**config.mk**
```make
export PLATFORM = sky130hd
export DESIGN_NAME = temperature_anomaly_detector
export DESIGN_NICKNAME = d
export VERILOG_FILES = /design/src/rtl/temperature_anomaly_detector.sv
export SDC_FILE = /design/constraint.sdc
export NUM_CORES = 1
export LEC_CHECK = 0
export CAP_MARGIN = 10
export CORE_UTILIZATION = 50
export CTS_CLUSTER_DIAMETER = 150
export DETAILED_ROUTE_END_ITERATION = 12
export HOLD_SLACK_MARGIN = 0.1
export PLACE_DENSITY = 0.69
export REMOVE_ABC_BUFFERS = 1
export SYNTH_ARGS = -nofsm -noshare
export SYNTH_HDL_FRONTEND = slang
export SYNTH_SLANG_ARGS = --single-unit
```
**constraint.sdc**
```tcl
create_clock -name clk -period 5.2 [get_ports clk]
set_input_delay 0.78 -clock clk [delete_from_list [all_inputs] [get_ports clk]]
set_output_delay 0.78 -clock clk [all_outputs]
set_load 0.01 [all_outputs]
```
**src/rtl/temperature_anomaly_detector.sv**
```systemverilog
// temperature_anomaly_detector
// Sliding-window (DEPTH = 2**WINDOW_LOG2) floor-mean tracker that flags samples
// deviating from the window average by more than THRESHOLD LSBs.
// Each accepted sample occupies two cycles:
//   - E0 (accept): the deviation is checked and the window is updated.
//   - E1 (UPDATE): the new average is published.
// A sample that arrives during UPDATE is dropped and reported on overrun.
// Optional feature macro: ANOMALY_STICKY_EN adds anomalyClear/anomalyLatched.
module temperature_anomaly_detector #(
  parameter int TEMP_WIDTH  = 16,
  parameter int WINDOW_LOG2 = 4,
  parameter int THRESHOLD   = 256
) (
  input  logic                  clk,
  input  logic                  reset,
  input  logic                  temperatureReady,
  input  logic [TEMP_WIDTH-1:0] temperature,
`ifdef ANOMALY_STICKY_EN
  input  logic                  anomalyClear,
  output logic                  anomalyLatched,
`endif
  output logic [TEMP_WIDTH-1:0] average,
  output logic                  averageValid,
  output logic                  resultValid,
  output logic                  anomaly,
  output logic                  overrun
);

  localparam int DEPTH = 1 << WINDOW_LOG2;
  localparam int SUM_W = TEMP_WIDTH + WINDOW_LOG2;
  localparam int CNT_W = WINDOW_LOG2 + 1;
  localparam logic [CNT_W-1:0]      CNT_FULL = CNT_W'(DEPTH);
  localparam logic [TEMP_WIDTH:0]   THR_L    = (TEMP_WIDTH+1)'(THRESHOLD);

  typedef enum logic [1:0] {
    FILL   = 2'd0,
    RUN    = 2'd1,
    UPDATE = 2'd2
  } state_t;

  state_t                  r_state;
  state_t                  w_next_state;
  logic                    w_accept;
  logic                    w_drop;
  logic                    w_update;

  logic [TEMP_WIDTH-1:0]   r_buf [DEPTH];
  logic [WINDOW_LOG2-1:0]  r_wr_ptr;
  logic [CNT_W-1:0]        r_fill_cnt;
  logic [SUM_W-1:0]        r_sum;
  logic [SUM_W-1:0]        w_sum_next;
  logic [TEMP_WIDTH-1:0]   r_average;
  logic                    r_avg_valid;
  logic                    r_result_valid;
  logic                    r_anomaly;
  logic                    r_overrun;

  logic signed [TEMP_WIDTH:0] w_diff;
  logic [TEMP_WIDTH:0]        w_dev_mag;
  logic                       w_is_anom;

  // Magnitude of a signed deviation; the operands are unsigned TEMP_WIDTH
  // values, so the most negative code can never occur and negation is safe.
  function automatic logic [TEMP_WIDTH:0] abs_mag(input logic signed [TEMP_WIDTH:0] d);
    logic signed [TEMP_WIDTH:0] neg;
    neg = -d;
    return d[TEMP_WIDTH] ? $unsigned(neg) : $unsigned(d);
  endfunction

  // Deviation of the incoming sample against the average held before it.
  always_comb begin
    w_diff    = $signed({1'b0, temperature}) - $signed({1'b0, r_average});
    w_dev_mag = abs_mag(w_diff);
    w_is_anom = (r_state == RUN) && (w_dev_mag > THR_L);
  end

  // Running sum: add the new sample and subtract the one being evicted.
  // Evicted entries are zero while filling, so the sum stays exact.
  always_comb begin
    w_sum_next = r_sum + SUM_W'(temperature) - SUM_W'(r_buf[r_wr_ptr]);
  end

  // State register.
  always_ff @(posedge clk or negedge reset) begin
    if (!reset) r_state <= FILL;
    else        r_state <= w_next_state;
  end

  // Next-state and control decode.
  always_comb begin
    w_next_state = r_state;
    w_accept     = 1'b0;
    w_drop       = 1'b0;
    w_update     = 1'b0;
    case (r_state)
      FILL, RUN: begin
        if (temperatureReady) begin
          w_accept     = 1'b1;
          w_next_state = UPDATE;
        end
      end
      UPDATE: begin
        w_update     = 1'b1;
        w_drop       = temperatureReady;
        w_next_state = (r_fill_cnt == CNT_FULL) ? RUN : FILL;
      end
      default: w_next_state = FILL;
    endcase
  end

  // Sample window storage, cleared on reset so a refill starts from zero.
  always_ff @(posedge clk or negedge reset) begin
    if (!reset) begin
      for (int i = 0; i < DEPTH; i++) r_buf[i] <= '0;
    end else if (w_accept) begin
      r_buf[r_wr_ptr] <= temperature;
    end
  end

  // Write pointer, saturating fill counter and running sum, advanced on accept.
  always_ff @(posedge clk or negedge reset) begin
    if (!reset) begin
      r_wr_ptr   <= '0;
      r_fill_cnt <= '0;
      r_sum      <= '0;
    end else if (w_accept) begin
      r_wr_ptr <= r_wr_ptr + WINDOW_LOG2'(1);
      r_sum    <= w_sum_next;
      if (r_fill_cnt != CNT_FULL) r_fill_cnt <= r_fill_cnt + CNT_W'(1);
    end
  end

  // Publish the floor mean in UPDATE; validity latches once the window is full.
  always_ff @(posedge clk or negedge reset) begin
    if (!reset) begin
      r_average   <= '0;
      r_avg_valid <= 1'b0;
    end else if (w_update) begin
      r_average <= r_sum[SUM_W-1:WINDOW_LOG2];
      if (r_fill_cnt == CNT_FULL) r_avg_valid <= 1'b1;
    end
  end

  // Result/overrun pulses; the anomaly flag holds until the next result.
  always_ff @(posedge clk or negedge reset) begin
    if (!reset) begin
      r_result_valid <= 1'b0;
      r_anomaly      <= 1'b0;
      r_overrun      <= 1'b0;
    end else begin
      r_result_valid <= w_accept;
      r_overrun      <= w_drop;
      if (w_accept) r_anomaly <= w_is_anom;
    end
  end

`ifdef ANOMALY_STICKY_EN
  logic r_anom_latched;

  // Sticky anomaly: a new anomaly wins over a simultaneous clear.
  always_ff @(posedge clk or negedge reset) begin
    if (!reset)                            r_anom_latched <= 1'b0;
    else if (r_result_valid && r_anomaly)  r_anom_latched <= 1'b1;
    else if (anomalyClear)                 r_anom_latched <= 1'b0;
  end

  assign anomalyLatched = r_anom_latched;
`endif

  assign average      = r_average;
  assign averageValid = r_avg_valid;
  assign resultValid  = r_result_valid;
  assign anomaly      = r_anomaly;
  assign overrun      = r_overrun;

endmodule

```
==> results.toml, run 1 <==
[cells_and_area]
fin_nets = 1450
final_common_cell = "dfrtp_1"
fillerInstances = 2521
fin_util = 0.577
fin_area_sq_um = 18200
drive_gt1_frac = 0.291
syn_to_final_growth_pct = 13.5
final_cells = 1795
final_cell_mix = "dfrtp_1, mux2_2, nand2_1"

[yosys]
postSynth.asyncResetShare = 1.00
yosysUniqueCellTypes = 71
synthesis.instances = 1324
synth-main-ff-cell = "dfrtp_1"
netlist_area_sq_um = 16000
ys_ff_latch = 307
avgSynthCellArea_sq_um = 12.1
seq_area_frac_synth = 0.479
synth_edf_count = 0
yosys_warnings = 0

[cts]
clock_latency_ps = 520
holdBufCountCts = 0
tritoncts = "built"
cts.clk_slew.worst_paths_ps = 60
cts_made_buffers = 34
clock-sinks = 307
htree_levels = 2
cts_buffer_depth = 3
cts_root_buf = "clkbuf_16"

[placement]
port_buffers = 38
gp_congestion = 0.844
dp.cells = 1732
dpl_cell_area_sq_um = 17000
dp_hpwl_microns = 25200

[routing]
via_count = 10500
routed_via_density = 5.83
drc = 0
drt.antenna.violating_nets = 0
drt_wl_total_microns = 37500
dr.pass1.iters = 5
wl_per_cell_microns = 20.9
dr.first_iter.drc_count = 688

[setup_path]
rr_worst_depth = 16
critPathKind = "reg -> reg"
critPathLaunchType = "flop"
critPathCaptureType = "flop"
cp.arrival_ps = 5360
required_ps = 5570
crit_fanout = 12

[power]
vdd_drop_max_uv = 378
powerDensity_nw_per_um2 = 760
cellLeakagePower_nw = 8.24
p_total_mw = 13.8

[sta]
period_share = 0.960
max_freq_mhz = 200
slew_violations = 0
relSlewSlack = 0.308
final-setup-viol-count = 0
fin_crit_ps = 4990
tightest_slew_ps = 1040
final_hold_viol_count = 0
grt_setup_unrepaired = "true"
fin_worst_skew_ps = 29.3

[grt]
overflow = 0
grt_pass1_vias = 10900
groute.usage.overall = 0.242
antenna_found_initial = 0
grt_pass1_wl_microns = 61600
grt_max_degree = 111

[die]
num_io_pins = 39
core_sq_um = 31600
die_h_microns = 181
die_area_sq_um = 32800
rows = 65
initial_utilization = 0.508
die_w_microns = 181

[status]
status = "complete, no violations"

[flow_run]
drv_cap = 0

[min_path]
hp-class = "in -> async"
## Yosys cell counts (9+ instances only)
cell | count | area [sq um]
a21oi_1 | 17 | 85.1
buf_1 | 9 | 33.8
clkbuf_1 | 63 | 236
dfrtp_1 | 307 | 7680
fa_1 | 17 | 340
ha_1 | 43 | 538
inv_1 | 106 | 398
mux2_2 | 193 | 2170
mux4_2 | 80 | 1800
nand2_1 | 127 | 477
nand2b_1 | 15 | 93.8
nand3_1 | 18 | 90.1
nor2_1 | 53 | 199
nor3_1 | 12 | 60.1
o21ai_0 | 109 | 546
xnor2_1 | 20 | 175
xor2_1 | 10 | 87.6
## flip-flops by register name (all words and copies together), names as in the netlist
register      flops
r_fill_cnt        5
r_sum            20
r_wr_ptr          4
overrun           1
average          16
r_state           2
anomaly           1
resultValid       1
averageValid      1
r_buf           256
## worst max-delay path, cell delays in order, from the launching register on
cell	delay [ps]
dfrtp_4	570
buf_4	170
mux4_2	490
mux4_2	470
fa_1	490
inv_1	50
ha_1	310
nor2b_1	160
o21ai_0	330
a21oi_1	170
o21ai_1	260
a211oi_1	170
o31ai_1	420
nor3_1	140
a2111oi_2	340
mux2i_1	230
o22ai_1	90
## layer usage
metal  GRT usage  routed length [microns]
met3      0.0387                     1840
met1       0.342                    16700
met2       0.395                    18400
met4      0.0549                      580
met5           0                        0
## final timing paths
kind                                              start                      to  slack [ps]
worst min-delay path                              reset  r_buf[214]$_DFFE_PN0P_         320
min in group clk                  r_sum[19]$_DFFE_PN0P_   r_sum[19]$_DFFE_PN0P_         460
worst max-delay path            r_wr_ptr[0]$_DFFE_PN0P_   r_sum[18]$_DFFE_PN0P_         210
worst max register to register  r_wr_ptr[0]$_DFFE_PN0P_   r_sum[18]$_DFFE_PN0P_         210
worst min register to register    r_sum[19]$_DFFE_PN0P_   r_sum[19]$_DFFE_PN0P_         460
max in group asynchronous                         reset   r_buf[61]$_DFFE_PN0P_        3730
## per-stage QoR
stage | hold slack, ps | TNS [ps] | setup WS [ps]
after floorplan | 438 | -13820 | -1540
after global placement | 453 | 0 | 149
after detailed placement | 458 | 0 | 95.4
after CTS | 346 | 0 | 53.8
after global routing | 385 | -27.2 | -20.1
final | 316 | 0 | 210
## power by group
| group | leakage (nW) | switching, mW | internal, mW |
|---|---|---|---|
| registers | 3.90 | 0.684 | 3.48 |
| logic | 3.78 | 3.61 | 3.60 |
| clock network | 0.560 | 0.966 | 1.50 |
| total | 8.24 | 5.26 | 8.58 |
## logic make-up after synthesis
| group | after synthesis | synth area share |
|---|---|---|
| flip-flops | 307 | 0.479 |
| multiplexers | 278 | 0.251 |
| AND/OR/NAND/NOR | 267 | 0.0759 |
| AO/OA/AOI/OAI | 198 | 0.0765 |
| buffers and inverters | 182 | 0.0437 |
| adder cells (fa/ha/maj) | 60 | 0.0548 |
| XOR/XNOR | 32 | 0.0191 |
## what timing repair did
| action | 4_1_cts | 5_1_grt |
|---|---|---|
| buffers inserted | 0 | 5 |
| gates resized for setup | 0 | 3 |
| endpoints found under the setup margin | 0 | 4 |
## area by class of cell
class | instances | area (sq um) | share of cell area
Clock inverter | 11 | 184 | 0.0101
Clock buffer | 46 | 957 | 0.0526
Sequential cell | 307 | 7690 | 0.422
Timing Repair Buffer | 87 | 786 | 0.0432
Multi-Input combinational cell | 835 | 7690 | 0.422
Inverter | 106 | 398 | 0.0219
Antenna cell | 1 | 2.50 | 0.000137
Tap cell | 402 | 503 | 0.0276
No activity file was read; power rests on OpenSTA's default activity.
==> run 2, diff against run 1 <==
--- a/config.mk
+++ b/config.mk
@@ -6,11 +6,11 @@
 export NUM_CORES = 1
 export LEC_CHECK = 0
 export CAP_MARGIN = 10
-export CORE_UTILIZATION = 50
+export CORE_UTILIZATION = 57
 export CTS_CLUSTER_DIAMETER = 150
 export DETAILED_ROUTE_END_ITERATION = 12
 export HOLD_SLACK_MARGIN = 0.1
-export PLACE_DENSITY = 0.69
+export PLACE_DENSITY = 0.77
 export REMOVE_ABC_BUFFERS = 1
 export SYNTH_ARGS = -nofsm -noshare
 export SYNTH_HDL_FRONTEND = slang
==> run 2 against run 1 <==
Net effect:
- critical path depth decreased by 1
- utilization up 7.5 points
- global-route usage increased by 3.2 points
- critical path type unchanged
- largest cell class is now flip-flops and latches
- combinational power is 2% lower
==> results.toml, run 2 (same netlist as run 1, synthesis figures left out) <==
[status]
status = "complete, no violations"

[power]
cellLeakagePower_nw = 8.21
p_int_mw = 8.38
clockPowerShare = 0.170
seq_power_share = 0.309
combPwrFrac = 0.521
p_total_mw = 13.5
swShare = 0.380
powerDensity_nw_per_um2 = 748
vdd_drop_max_uv = 453
switchingPower_mw = 5.13

[routing]
drt_wl_total_microns = 37600
routed_via_density = 6.00
via_count = 10600
drc = 0
drt.antenna.violating_nets = 0
wl_per_cell_microns = 21.2
dr.first_iter.drc_count = 977
dr.pass1.iters = 5

[cts]
clock-sinks = 307
cts_buffer_depth = 3
cts_root_buf = "clkbuf_16"
tritoncts = "built"
cts.clk_slew.worst_paths_ps = 60
htree_levels = 1
clock_latency_ps = 580
cts_made_buffers = 31

[cells_and_area]
final_cell_mix = "dfrtp_1, mux2_2, nand2_1"
final_common_cell = "dfrtp_1"
top_register = "r_buf"
largest_reg_flops = 256
drive_gt1_frac = 0.283
syn_to_final_growth_pct = 12.6
fin_nets = 1447
fillerInstances = 1993
fin_util = 0.652
diodes = 0

[grt]
groute.usage.overall = 0.274
overflow = 0
grt_max_degree = 107
grt_pass1_vias = 11000
antenna_found_initial = 0
grt_pass1_wl_microns = 60400

[die]
die_h_microns = 170
die_w_microns = 170
num_io_pins = 39
die_area_sq_um = 28800
rows = 61
core_sq_um = 27700
initial_utilization = 0.579

[sta]
worst_slack_ps = 395
fin_hold_ws_ps = 236
setup_tns_ps = 0
max_freq_mhz = 208
fin_worst_skew_ps = 27.1
slew_violations = 0
grt_setup_unrepaired = "false"
period_share = 0.924
fin_crit_ps = 4810
tightest_slew_ps = 1020
final_hold_viol_count = 0
final-setup-viol-count = 0
relSlewSlack = 0.320

[setup_path]
max_stage_delay_ps = 580
critPathLaunchType = "flop"
crit_fanout = 18
path_cells = "buf_6 -> buf_4 -> mux4_2 -> mux4_2 -> fa_1 -> inv_1 -> ha_1 -> nand4_1 -> o311ai_1 -> nand2_1 -> o2111ai_1 -> a31oi_1 -> xnor2_1 -> nand2_1 -> xnor2_1"
regToRegSetupSlack_ps = 390
critPathCaptureType = "flop"
required_ps = 5650
cp_slowest_cell = "dfrtp_4"
critPathKind = "reg -> reg"
cp.arrival_ps = 5260

[min_path]
hp-class = "in -> async"

[placement]
port_buffers = 38
dp_slack_ps = 175
gp_congestion = 0.868
dp_hpwl_microns = 25700

[flow_run]
drv_cap = 0
[run 2: cell types whose count changed in the layout (fill, tap and decap cells not counted), sizes merged]
cell,delta
diode,-1
bufinv,-2
clkbuf,+3
clkinvlp,+2
clkinv,-3
[run 2: path summary, 6_finish.rpt]
| check | startpoint | to | cells past startpoint |
|---|---|---|---|
| worst max-delay path | r_wr_ptr[0]$_DFFE_PN0P_ | r_sum[19]$_DFFE_PN0P_ | 15 |
| worst min-delay path | reset | r_buf[164]$_DFFE_PN0P_ | 1 |
| worst max register to register | r_wr_ptr[0]$_DFFE_PN0P_ | r_sum[19]$_DFFE_PN0P_ | 15 |
| worst min register to register | r_sum[19]$_DFFE_PN0P_ | r_sum[19]$_DFFE_PN0P_ | 1 |
| max in group asynchronous | reset | r_buf[187]$_DFFE_PN0P_ | 2 |
| min in group clk | r_sum[19]$_DFFE_PN0P_ | r_sum[19]$_DFFE_PN0P_ | 1 |
[run 2: area by class of cell]
| type | count | area (sq um) | area share |
|---|---|---|---|
| well taps | 378 | 473 | 0.0262 |
| multi-input cells | 835 | 7660 | 0.424 |
| flip-flops and latches | 307 | 7690 | 0.426 |
| clock inverters | 8 | 110 | 0.00610 |
| clock buffers | 49 | 963 | 0.0533 |
| repair buffers | 87 | 769 | 0.0426 |
| inverters | 106 | 398 | 0.0220 |
[run 2: power by group through the flow]
stage / Clock (mW) / Sequential [mW] / Combinational [mW]
after global routing: 2.42 / 4.29 / 7.82
after detailed placement: 0 / 4.19 / 6.90
after floorplan: 0 / 4.12 / 5.27
after CTS: 2.33 / 4.17 / 6.96
after global placement: 0 / 4.13 / 6.69
final: 2.30 / 4.17 / 7.04
[run 2: routing by layer]
metal / vias to the layer above / track usage / share of wire / wire [microns]
li1: 4767 / - / - / -
met1: 5435 / 0.371 / 0.42 / 15900
met2: 330 / 0.458 / 0.49 / 18400
met3: 84 / 0.0338 / 0.054 / 2030
met4: 0 / 0.0964 / 0.032 / 1190
met5: - / 0 / 0 / 0
[run 2: metrics by stage]
stage               cell area [sq um]  instances
CTS                             18000       1769
global route                    18100       1770
global placement                17000       1712
floorplan                       15700       1248
finish                          18100       1770
detailed placement              17000       1712
[run 2: repair_timing]
action	CTS	global route
hold buffers	0	0
gates resized for setup	0	4
endpoints found under the setup margin	0	4
endpoints found under the hold margin	0	0
buffers inserted	0	1
[run 2: critical path, delay by kind of cell, from the launching register on]
kind,cells,cell delay (ps)
mux,2,1030
xor+xnor,2,310
compound gates,3,870
flops,1,580
fa+ha+maj,2,820
simple gates,3,410
buf+inv,3,640
